===== src/rtl/hdr_pkg.sv =====
// Shared definitions for the averaging stage that sits between the canvas
// frame buffer and the MLP input RAM.
//   - Default image geometry (SRC_W, SRC_H, BLK, OUT_W, OUT_H)
//   - Output pixel width PIX_W
//   - FSM state encoding avg_state_t
package hdr_pkg;

  localparam int SRC_W = 224;
  localparam int SRC_H = 224;
  localparam int BLK   = 8;
  localparam int OUT_W = 28;
  localparam int OUT_H = 28;
  localparam int PIX_W = 8;

  typedef enum logic [2:0] {
    IDLE  = 3'd0,
    READ  = 3'd1,
    DRAIN = 3'd2,
    WRITE = 3'd3,
    DONE  = 3'd4
  } avg_state_t;

endpackage


===== src/rtl/avg_pool_responder_addr_gen.sv =====
// avg_addr_gen: nested block/output counters and address generation.
// bx/by walk the pixels inside one BLK x BLK block (bx fastest), ox/oy walk
// the output pixels (ox fastest).
// Ports:
//   clk, reset     clock, synchronous active-high reset
//   clear          zero every counter (start of a pass)
//   step_rd        advance bx/by by one read
//   step_px        advance ox/oy by one output pixel
//   src_addr       (oy*BLK+by)*SRC_W + ox*BLK + bx
//   dst_addr       oy*OUT_W + ox
//   last_in_block  current read is the final one of the block
//   last_pixel     current output pixel is the final one of the image
module avg_addr_gen
  import hdr_pkg::*;
#(
  parameter int SRC_W  = hdr_pkg::SRC_W,
  parameter int SRC_H  = hdr_pkg::SRC_H,
  parameter int BLK    = hdr_pkg::BLK,
  parameter int OUT_W  = hdr_pkg::OUT_W,
  parameter int OUT_H  = hdr_pkg::OUT_H,
  parameter int SRC_AW = 16,
  parameter int DST_AW = 10
) (
  input  logic              clk,
  input  logic              reset,
  input  logic              clear,
  input  logic              step_rd,
  input  logic              step_px,
  output logic [SRC_AW-1:0] src_addr,
  output logic [DST_AW-1:0] dst_addr,
  output logic              last_in_block,
  output logic              last_pixel
);

  localparam int BW  = (BLK   > 1) ? $clog2(BLK)   : 1;
  localparam int OXW = (OUT_W > 1) ? $clog2(OUT_W) : 1;
  localparam int OYW = (OUT_H > 1) ? $clog2(OUT_H) : 1;

  localparam logic [BW-1:0]  B_LAST  = BW'(BLK - 1);
  localparam logic [OXW-1:0] OX_LAST = OXW'(OUT_W - 1);
  localparam logic [OYW-1:0] OY_LAST = OYW'(OUT_H - 1);

  logic [BW-1:0]  bx, by;
  logic [OXW-1:0] ox;
  logic [OYW-1:0] oy;
  logic [31:0]    src_lin;
  logic [31:0]    dst_lin;

  always_ff @(posedge clk) begin
    if (reset || clear) begin
      bx <= '0;
      by <= '0;
      ox <= '0;
      oy <= '0;
    end else begin
      if (step_rd) begin
        if (bx == B_LAST) begin
          bx <= '0;
          by <= (by == B_LAST) ? '0 : by + 1'b1;
        end else begin
          bx <= bx + 1'b1;
        end
      end
      if (step_px) begin
        if (ox == OX_LAST) begin
          ox <= '0;
          oy <= (oy == OY_LAST) ? '0 : oy + 1'b1;
        end else begin
          ox <= ox + 1'b1;
        end
      end
    end
  end

  always_comb begin
    src_lin = (32'(oy) * BLK + 32'(by)) * SRC_W + 32'(ox) * BLK + 32'(bx);
    dst_lin = 32'(oy) * OUT_W + 32'(ox);
  end

  assign src_addr      = src_lin[SRC_AW-1:0];
  assign dst_addr      = dst_lin[DST_AW-1:0];
  assign last_in_block = (bx == B_LAST) && (by == B_LAST);
  // The last block row starts at source row SRC_H-BLK (SRC_H == OUT_H*BLK).
  assign last_pixel    = (ox == OX_LAST) && ((32'(oy) * BLK) == (SRC_H - BLK));

endmodule


===== src/rtl/avg_pool_responder.sv =====
// avg_pool_responder: block-averages a binary canvas into an OUT_W x OUT_H
// 8-bit image and writes it to the MLP input RAM.
// Handshake: avg_go is sampled only in IDLE; avg_busy is high from the cycle
// after acceptance until avg_done; avg_done pulses for one cycle, after which
// a new avg_go is accepted. src_data is valid exactly one cycle after
// src_rd_en. dst_we and src_rd_en are never high together.
// Ports:
//   clk, reset              clock, synchronous active-high reset
//   avg_go / avg_busy / avg_done   start, in-progress, completion pulse
//   src_rd_en/src_addr/src_data    source canvas RAM read port (1-bit pixels)
//   dst_we/dst_addr/dst_data       destination RAM write port (8-bit pixels)
// Optional build macro: AVG_BINARIZE_EN -- output 255 when at least half the
// block is set, else 0, instead of the saturating grayscale scale.
module avg_pool_responder
  import hdr_pkg::*;
#(
  parameter int SRC_W  = hdr_pkg::SRC_W,
  parameter int SRC_H  = hdr_pkg::SRC_H,
  parameter int BLK    = hdr_pkg::BLK,
  parameter int OUT_W  = hdr_pkg::OUT_W,
  parameter int OUT_H  = hdr_pkg::OUT_H,
  parameter int SRC_AW = 16,
  parameter int DST_AW = 10
) (
  input  logic              clk,
  input  logic              reset,
  input  logic              avg_go,
  output logic              avg_busy,
  output logic              avg_done,
  output logic              src_rd_en,
  output logic [SRC_AW-1:0] src_addr,
  input  logic              src_data,
  output logic              dst_we,
  output logic [DST_AW-1:0] dst_addr,
  output logic [PIX_W-1:0]  dst_data
);

  localparam logic [2:0] S_IDLE  = IDLE;
  localparam logic [2:0] S_READ  = READ;
  localparam logic [2:0] S_DRAIN = DRAIN;
  localparam logic [2:0] S_WRITE = WRITE;
  localparam logic [2:0] S_DONE  = DONE;

  // Holds up to BLK*BLK ones without overflow.
  localparam int AW = $clog2(BLK * BLK) + 1;

  logic [2:0]        state, next_state;
  logic              rd_pending;
  logic [AW-1:0]     acc;
  logic [PIX_W-1:0]  pix;
  logic [SRC_AW-1:0] gen_src_addr;
  logic [DST_AW-1:0] gen_dst_addr;
  logic              last_in_block, last_pixel;
  logic              start;

  assign start = (state == S_IDLE) && avg_go;

  avg_addr_gen #(
    .SRC_W (SRC_W),
    .SRC_H (SRC_H),
    .BLK   (BLK),
    .OUT_W (OUT_W),
    .OUT_H (OUT_H),
    .SRC_AW(SRC_AW),
    .DST_AW(DST_AW)
  ) u_addr_gen (
    .clk          (clk),
    .reset        (reset),
    .clear        (start),
    .step_rd      (state == S_READ),
    .step_px      (state == S_WRITE),
    .src_addr     (gen_src_addr),
    .dst_addr     (gen_dst_addr),
    .last_in_block(last_in_block),
    .last_pixel   (last_pixel)
  );

  always_comb begin
    next_state = state;
    case (state)
      S_IDLE:  if (avg_go) next_state = S_READ;
      S_READ:  if (last_in_block) next_state = S_DRAIN;
      S_DRAIN: next_state = S_WRITE;
      S_WRITE: next_state = last_pixel ? S_DONE : S_READ;
      S_DONE:  next_state = S_IDLE;
      default: next_state = S_IDLE;
    endcase
  end

  always_ff @(posedge clk) begin
    if (reset) state <= S_IDLE;
    else       state <= next_state;
  end

  // rd_pending marks that src_data carries a pixel read last cycle. It is
  // low on the first READ cycle of every block, so that cycle adds nothing.
  always_ff @(posedge clk) begin
    if (reset) begin
      rd_pending <= 1'b0;
      acc        <= '0;
    end else begin
      rd_pending <= (state == S_READ);
      if (start || (state == S_WRITE))
        acc <= '0;
      else if (rd_pending)
        acc <= acc + {{(AW-1){1'b0}}, src_data};
    end
  end

`ifdef AVG_BINARIZE_EN
  assign pix = (32'(acc) >= (BLK * BLK) / 2) ? {PIX_W{1'b1}} : '0;
`else
  // A full block (BLK*BLK) maps to 256, which saturates to 255.
  localparam int SH = 8 - 2 * $clog2(BLK);
  logic [31:0] scaled;
  assign scaled = 32'(acc) << SH;
  assign pix    = (scaled > 32'd255) ? {PIX_W{1'b1}} : scaled[PIX_W-1:0];
`endif

  // Address/data outputs are forced to zero outside their strobe cycles so
  // the ports sit at zero whenever the block is idle or in reset.
  assign avg_busy  = (state != S_IDLE);
  assign avg_done  = (state == S_DONE);
  assign src_rd_en = (state == S_READ);
  assign src_addr  = src_rd_en ? gen_src_addr : '0;
  assign dst_we    = (state == S_WRITE);
  assign dst_addr  = dst_we ? gen_dst_addr : '0;
  assign dst_data  = dst_we ? pix : '0;

endmodule


===== config.mk =====
export PLATFORM = sky130hd
export DESIGN_NAME = avg_pool_responder
export DESIGN_NICKNAME = d
export VERILOG_FILES = /design/src/rtl/hdr_pkg.sv /design/src/rtl/avg_pool_responder_addr_gen.sv /design/src/rtl/avg_pool_responder.sv
export SDC_FILE = /design/constraint.sdc
export NUM_CORES = 1
export LEC_CHECK = 0
export ABC_AREA = 0
export BUFFER_PORTS_ARGS = -buffer_cell sky130_fd_sc_hd__buf_2
export CORE_ASPECT_RATIO = 1.4
export CORE_MARGIN = 1
export CORE_UTILIZATION = 45
export CTS_CLUSTER_SIZE = 20
export DETAILED_ROUTE_END_ITERATION = 8
export GPL_TIMING_DRIVEN = 0
export MAX_ROUTING_LAYER = met4
export PLACE_DENSITY_LB_ADDON = 0.1
export REMOVE_ABC_BUFFERS = 1
export SLEW_MARGIN = 20
export SYNTH_ARGS = -nofsm -noshare
export SYNTH_HDL_FRONTEND = slang
export SYNTH_SLANG_ARGS = --single-unit

===== constraint.sdc =====
create_clock -name clk -period 5.2 [get_ports clk]
set_clock_uncertainty 0.2 [all_clocks]
set_input_delay 1.04 -clock clk [delete_from_list [all_inputs] [get_ports clk]]
set_output_delay 1.04 -clock clk [all_outputs]
set_load 0.05 [all_outputs]

# After elaboration in Yosys (flattened, before gate mapping)
# Cells that the tools add are included.
dict set report op_classes {
  multipliers 2
  add_sub_neg 9
  mux 12
  eq_ne 10
  n_reduce_logical 11
  n_lt_le_gt_ge 1
}
# operator count
set ops {}
lappend ops {{$mul A32 B3 Y11 const B} 1}
lappend ops {{$add A16 B3 Y16} 1}
lappend ops {{$add A16 B8 Y16} 1}
lappend ops {{$mux W16} 1}
lappend ops {{$mux W8} 2}
lappend ops {{$mux W3} 5}
lappend ops {{$pmux W3 S4} 1}
lappend ops {{$add A10 B5 Y10} 1}
lappend ops {{$add A5 B1 Y5 const B} 2}
lappend ops {{$eq A5 B5 Y1 const B} 2}
lappend ops {{$mux W10} 1}
lappend ops {{$mux W5} 2}
lappend ops {{$add A8 B3 Y9} 1}
lappend ops {{$eq A3 B3 Y1 const B} 3}
lappend ops {{$gt A9 B8 Y1 const B} 1}
lappend ops {{$mul A5 B3 Y8 const B} 1}
lappend ops {{$add A7 B1 Y7} 1}
lappend ops {{$add A3 B1 Y3 const B} 2}
lappend ops {{$eq A3 B2 Y1 const B} 2}
lappend ops {{$reduce_and A2 Y1} 3}
lappend ops {{$eq A3 B1 Y1 const B} 1}
lappend ops {{$logic_and A1 B1 Y1} 3}
lappend ops {{$logic_not A3 Y1} 1}
lappend ops {{$reduce_bool A3 Y1} 1}
lappend ops {{other kinds (4)} 5}
dict set report word_totals {
  elab_cells 52
  out_inout_bits 38
  reg_bits 27
}

# Longest topological paths before layout
dict set report logic_depth {
  ltp_word 5
  depth_mapped 10
}

# Hierarchy
# Synthesis repeated with hierarchy kept, for this count alone.
dict set report hier_totals {
  hier_cells 295
  area_unflattened_um2 2588.7
}
# module n_inst cells_each area_per_inst_um2 seq_area_each_um2
set by_module_without_submodules {}
lappend by_module_without_submodules {avg_addr_gen 1 201 1824.2 320.3}
lappend by_module_without_submodules {avg_pool_responder 1 94 764.5 220.2}

# Worst setup path before layout
# No wires, ideal clock.
dict set report synth_timing {
  kind {flip-flop to output port}
  from {register u_addr_gen.by[2]}
  to {output port src_addr[15]}
  path_stages_with_launch 10
  arrival_time_ns 3.418
  path_buffers 0
  slack_ns 0.542
  path_cell_list {dfxtp_1 -> fa_1 -> ha_1 -> fa_1 -> a211oi_1 -> o21ai_1 -> a21oi_1 -> xnor2_1 -> or4_1 -> a21oi_1}
}
dict set report synth_via {
  elab_chain_cells 5
}
# element line_no
set synth_lines {}
lappend synth_lines {{from (decl)} avg_pool_responder_addr_gen.sv:43} ;# logic [BW-1:0] bx, by;
lappend synth_lines {{from (signal assigned)} avg_pool_responder_addr_gen.sv:59} ;# by <= (by == B_LAST) ? '0 : by + 1'b1;
lappend synth_lines {{$add A8 B3 Y9} avg_pool_responder_addr_gen.sv:76} ;# src_lin = (32'(oy) * BLK + 32'(by)) * SRC_W + 32'(ox) * BLK + 32'(bx);
lappend synth_lines {{$mul A32 B3 Y11} avg_pool_responder_addr_gen.sv:76}
lappend synth_lines {{$add A16 B8 Y16} avg_pool_responder_addr_gen.sv:76}
lappend synth_lines {{$add A16 B3 Y16} avg_pool_responder_addr_gen.sv:76}
lappend synth_lines {{$mux W16} avg_pool_responder.sv:125} ;# assign src_addr = src_rd_en ? gen_src_addr : '0;
lappend synth_lines {{to (decl)} avg_pool_responder.sv:31} ;# output logic [SRC_AW-1:0] src_addr,
# No other way between the ends.

# Worst setup path in the final report
dict set report layout_timing {
  from {register u_addr_gen.by[2]}
  to {output port src_addr[14]}
}
# The elaborated chain is that of the path after synthesis.

==> run summary <==
Hold Vio Cnt, Final = 0
startpoint types = flip-flop
Tot Pwr = 358 uW
dpl hpwl = 4030 um
postcts setup bufs = 0
wire per inst = 12.4 um
Reg area = 541 um^2
Clock Path Buffers = 2
Critical Path Fanout Max = 5
Mapped Area = 0.00249 mm^2
Boundary Pins = 42
Starting DRT DRC Count = 83
Die H = 90.1 um
n_diodes = 0
share of layout cells above drive strength 1 = 15.8%
fin crit share = 93.5%
leakage power = 0.00127 uW
root buf cell = clkbuf_8
Req. time, crit path = 3960 ps
Skew-Pair Late Insertion Delay = 270 ps
Arr. time, crit path = 3620 ps
gpl congestion = 0.823
Residual DRC = 0
FP Rows = 31
Via density = 5.24
Slew headroom = 50.6%
Seq cells post-synth = 27
Seq/Total Area, Yosys = 21.7%
core area = 0.00524 mm^2
post-synthesis async set-or-reset flop share = 0%
Clock Pin Slew Worst Setup and Hold Paths = 90 ps
hold crit path type = reg -> reg
Max Slew Vio Count = 0
DR vias = 2139
max cap viols = 0
Die Area = 0.00585 mm^2
Post-synth EDFFs = 0
largest net degree at the start of global routing = 18
Syn. warnings = 0
mean post-synth cell area = 8.13 um^2
Setup violations, final = 0
CTS sink count = 27
cells after synthesis = 307
first-pass GRT wire length = 8870 um
DRT antenna net count = 0
Routed WL = 5080 um
grt ovf = 0
filler cell count = 541
leading area contributor after synthesis = dfxtp_1
critical path class = reg -> out
Power Density = 129 mW/mm^2
Synth top cells by count = nor2_1, a21oi_1, dfxtp_1, ha_1, inv_1
Die Span X = 64.9 um
Slew @ Worst Pin = 740 ps
Total GRT Usage = 19.1%
Area growth syn-to-layout = 11.5%
# resized after CTS = 0
Setup TNS = 0 ps
number of CTS-inserted buffers = 3
unrepaired setup endpoints after global routing = false
Layout Nets = 385
Synth top area share = 21.7%
most common cell in the synthesized netlist = nor2_1
clock period minus worst slack = 4860 ps
CP endpoint kind = primary output
H-tree depth = 1
status = finished clean
Worst R2R Setup Slack = 2840 ps
initial core utilization = 47.6%
Synth cell types = 44
DR pass1 iterations = 4
cts hold-fix bufs = 0
top cells by area, synth = dfxtp_1, ha_1, fa_1
CTS tree = done
predominant post-synthesis flop cell = dfxtp_1
port buffer count = 41
antenna violations before repair = 0
Max Fclk = 206 MHz
peak supply drop = 0.0954 mV
Multi-input gate area = 0.00183 mm^2
vias in the first global route = 2013
[logic make-up after synthesis]
kind of cell             after synthesis  synth area share, %
AND/OR/NAND/NOR                      128                 25.5
adder cells (fa/ha/maj)               38                 22.4
multiplexers                           2                0.802
XOR/XNOR                              27                 9.78
flip-flops                            27                 21.7
AO/OA/AOI/OAI                         54                 14.8
buffers and inverters                 31                 5.12
[state kept, by name, indices dropped and copies added, names as in the netlist]
signal and count:
state 3, u_addr_gen.bx 3, acc 7, u_addr_gen.ox 5
u_addr_gen.oy 5, rd_pending 1, u_addr_gen.by 3
[layout by cell type (no fill, tap or decap), drive strengths merged]
cell / synthesis / layout
nor2: 52 / 52
buf: 3 / 41
a21oi: 31 / 31
ha: 27 / 27
dfxtp: 27 / 27
inv: 21 / 21
nand2: 17 / 17
xnor2: 14 / 14
and2: 13 / 13
xor2: 13 / 13
fa: 11 / 11
nor3: 10 / 10
nand3: 10 / 10
o21ai: 6 / 6
o21bai: 5 / 5
nand2b: 4 / 4
a21o: 4 / 4
nand4: 4 / 4
clkbuf: 7 / 4
or3: 3 / 3
a211oi: 2 / 2
nor2b: 2 / 2
o31ai: 2 / 2
or4: 2 / 2
and3: 2 / 2
nor3b: 2 / 2
nand4b: 2 / 2
mux2i: 2 / 2
o41ai: 2 / 2
nand3b: 1 / 1
or3b: 1 / 1
nor4: 1 / 1
o22ai: 1 / 1
o221ai: 1 / 1
or4b: 1 / 1
and4b: 1 / 1
[per-stage QoR]
stage | utilization [%] | cell area [um^2] | worst slack, ps | hold WS [ps] | std cells
2_1_floorplan | - | 2450 | 543 | 248 | 297
3_3_place_gp | 52.2 | 2730 | 627 | 256 | 404
3_5_place_dp | 52.3 | 2740 | 639 | 267 | 404
4_1_cts | 53.1 | 2780 | 317 | 279 | 408
5_1_grt | 53.1 | 2780 | 24.9 | 310 | 408
6_report | 53.1 | 2780 | 337 | 274 | 408
[critical path, stage by stage, from the launching register on]
cell	delay (ps)
dfxtp_1	470
fa_1	470
ha_1	250
fa_1	430
a211oi_1	270
o21ai_1	120
a21oi_1	230
xnor2_1	180
or4b_1	530
a21oi_1	130
buf_2	280
[layout make-up]
class	instances	area share, %
inverter	21	2.83
timing repair buffer	41	7.37
sequential	27	19.4
clock buffer	4	1.62
multi-input combinational	249	65.8
tap	66	2.97
[path summary, 6_finish.rpt]
path               startpoint               end  depth (start not counted)
max          u_addr_gen.by[2]      src_addr[14]                         10
min          u_addr_gen.bx[2]  u_addr_gen.bx[2]                          2
min reg2reg  u_addr_gen.bx[2]  u_addr_gen.bx[2]                          2
max reg2reg          state[1]  u_addr_gen.oy[3]                          5
[where the power goes]
part	switching [uW]	internal, uW	total, uW
Combinational	18.8	6.89	25.7
Sequential	2.45	209	211
Clock	66.4	54.9	121
Total	87.6	270	358
[routing by layer]
metal	up-vias	wire length, um	track usage (%)
met5	-	0	-
li1	1108	-	-
met4	0	34	5.37
met3	2	76	1.52
met2	25	2660	34.5
met1	1004	2310	21.8
No activity file was read; power rests on OpenSTA's default activity.
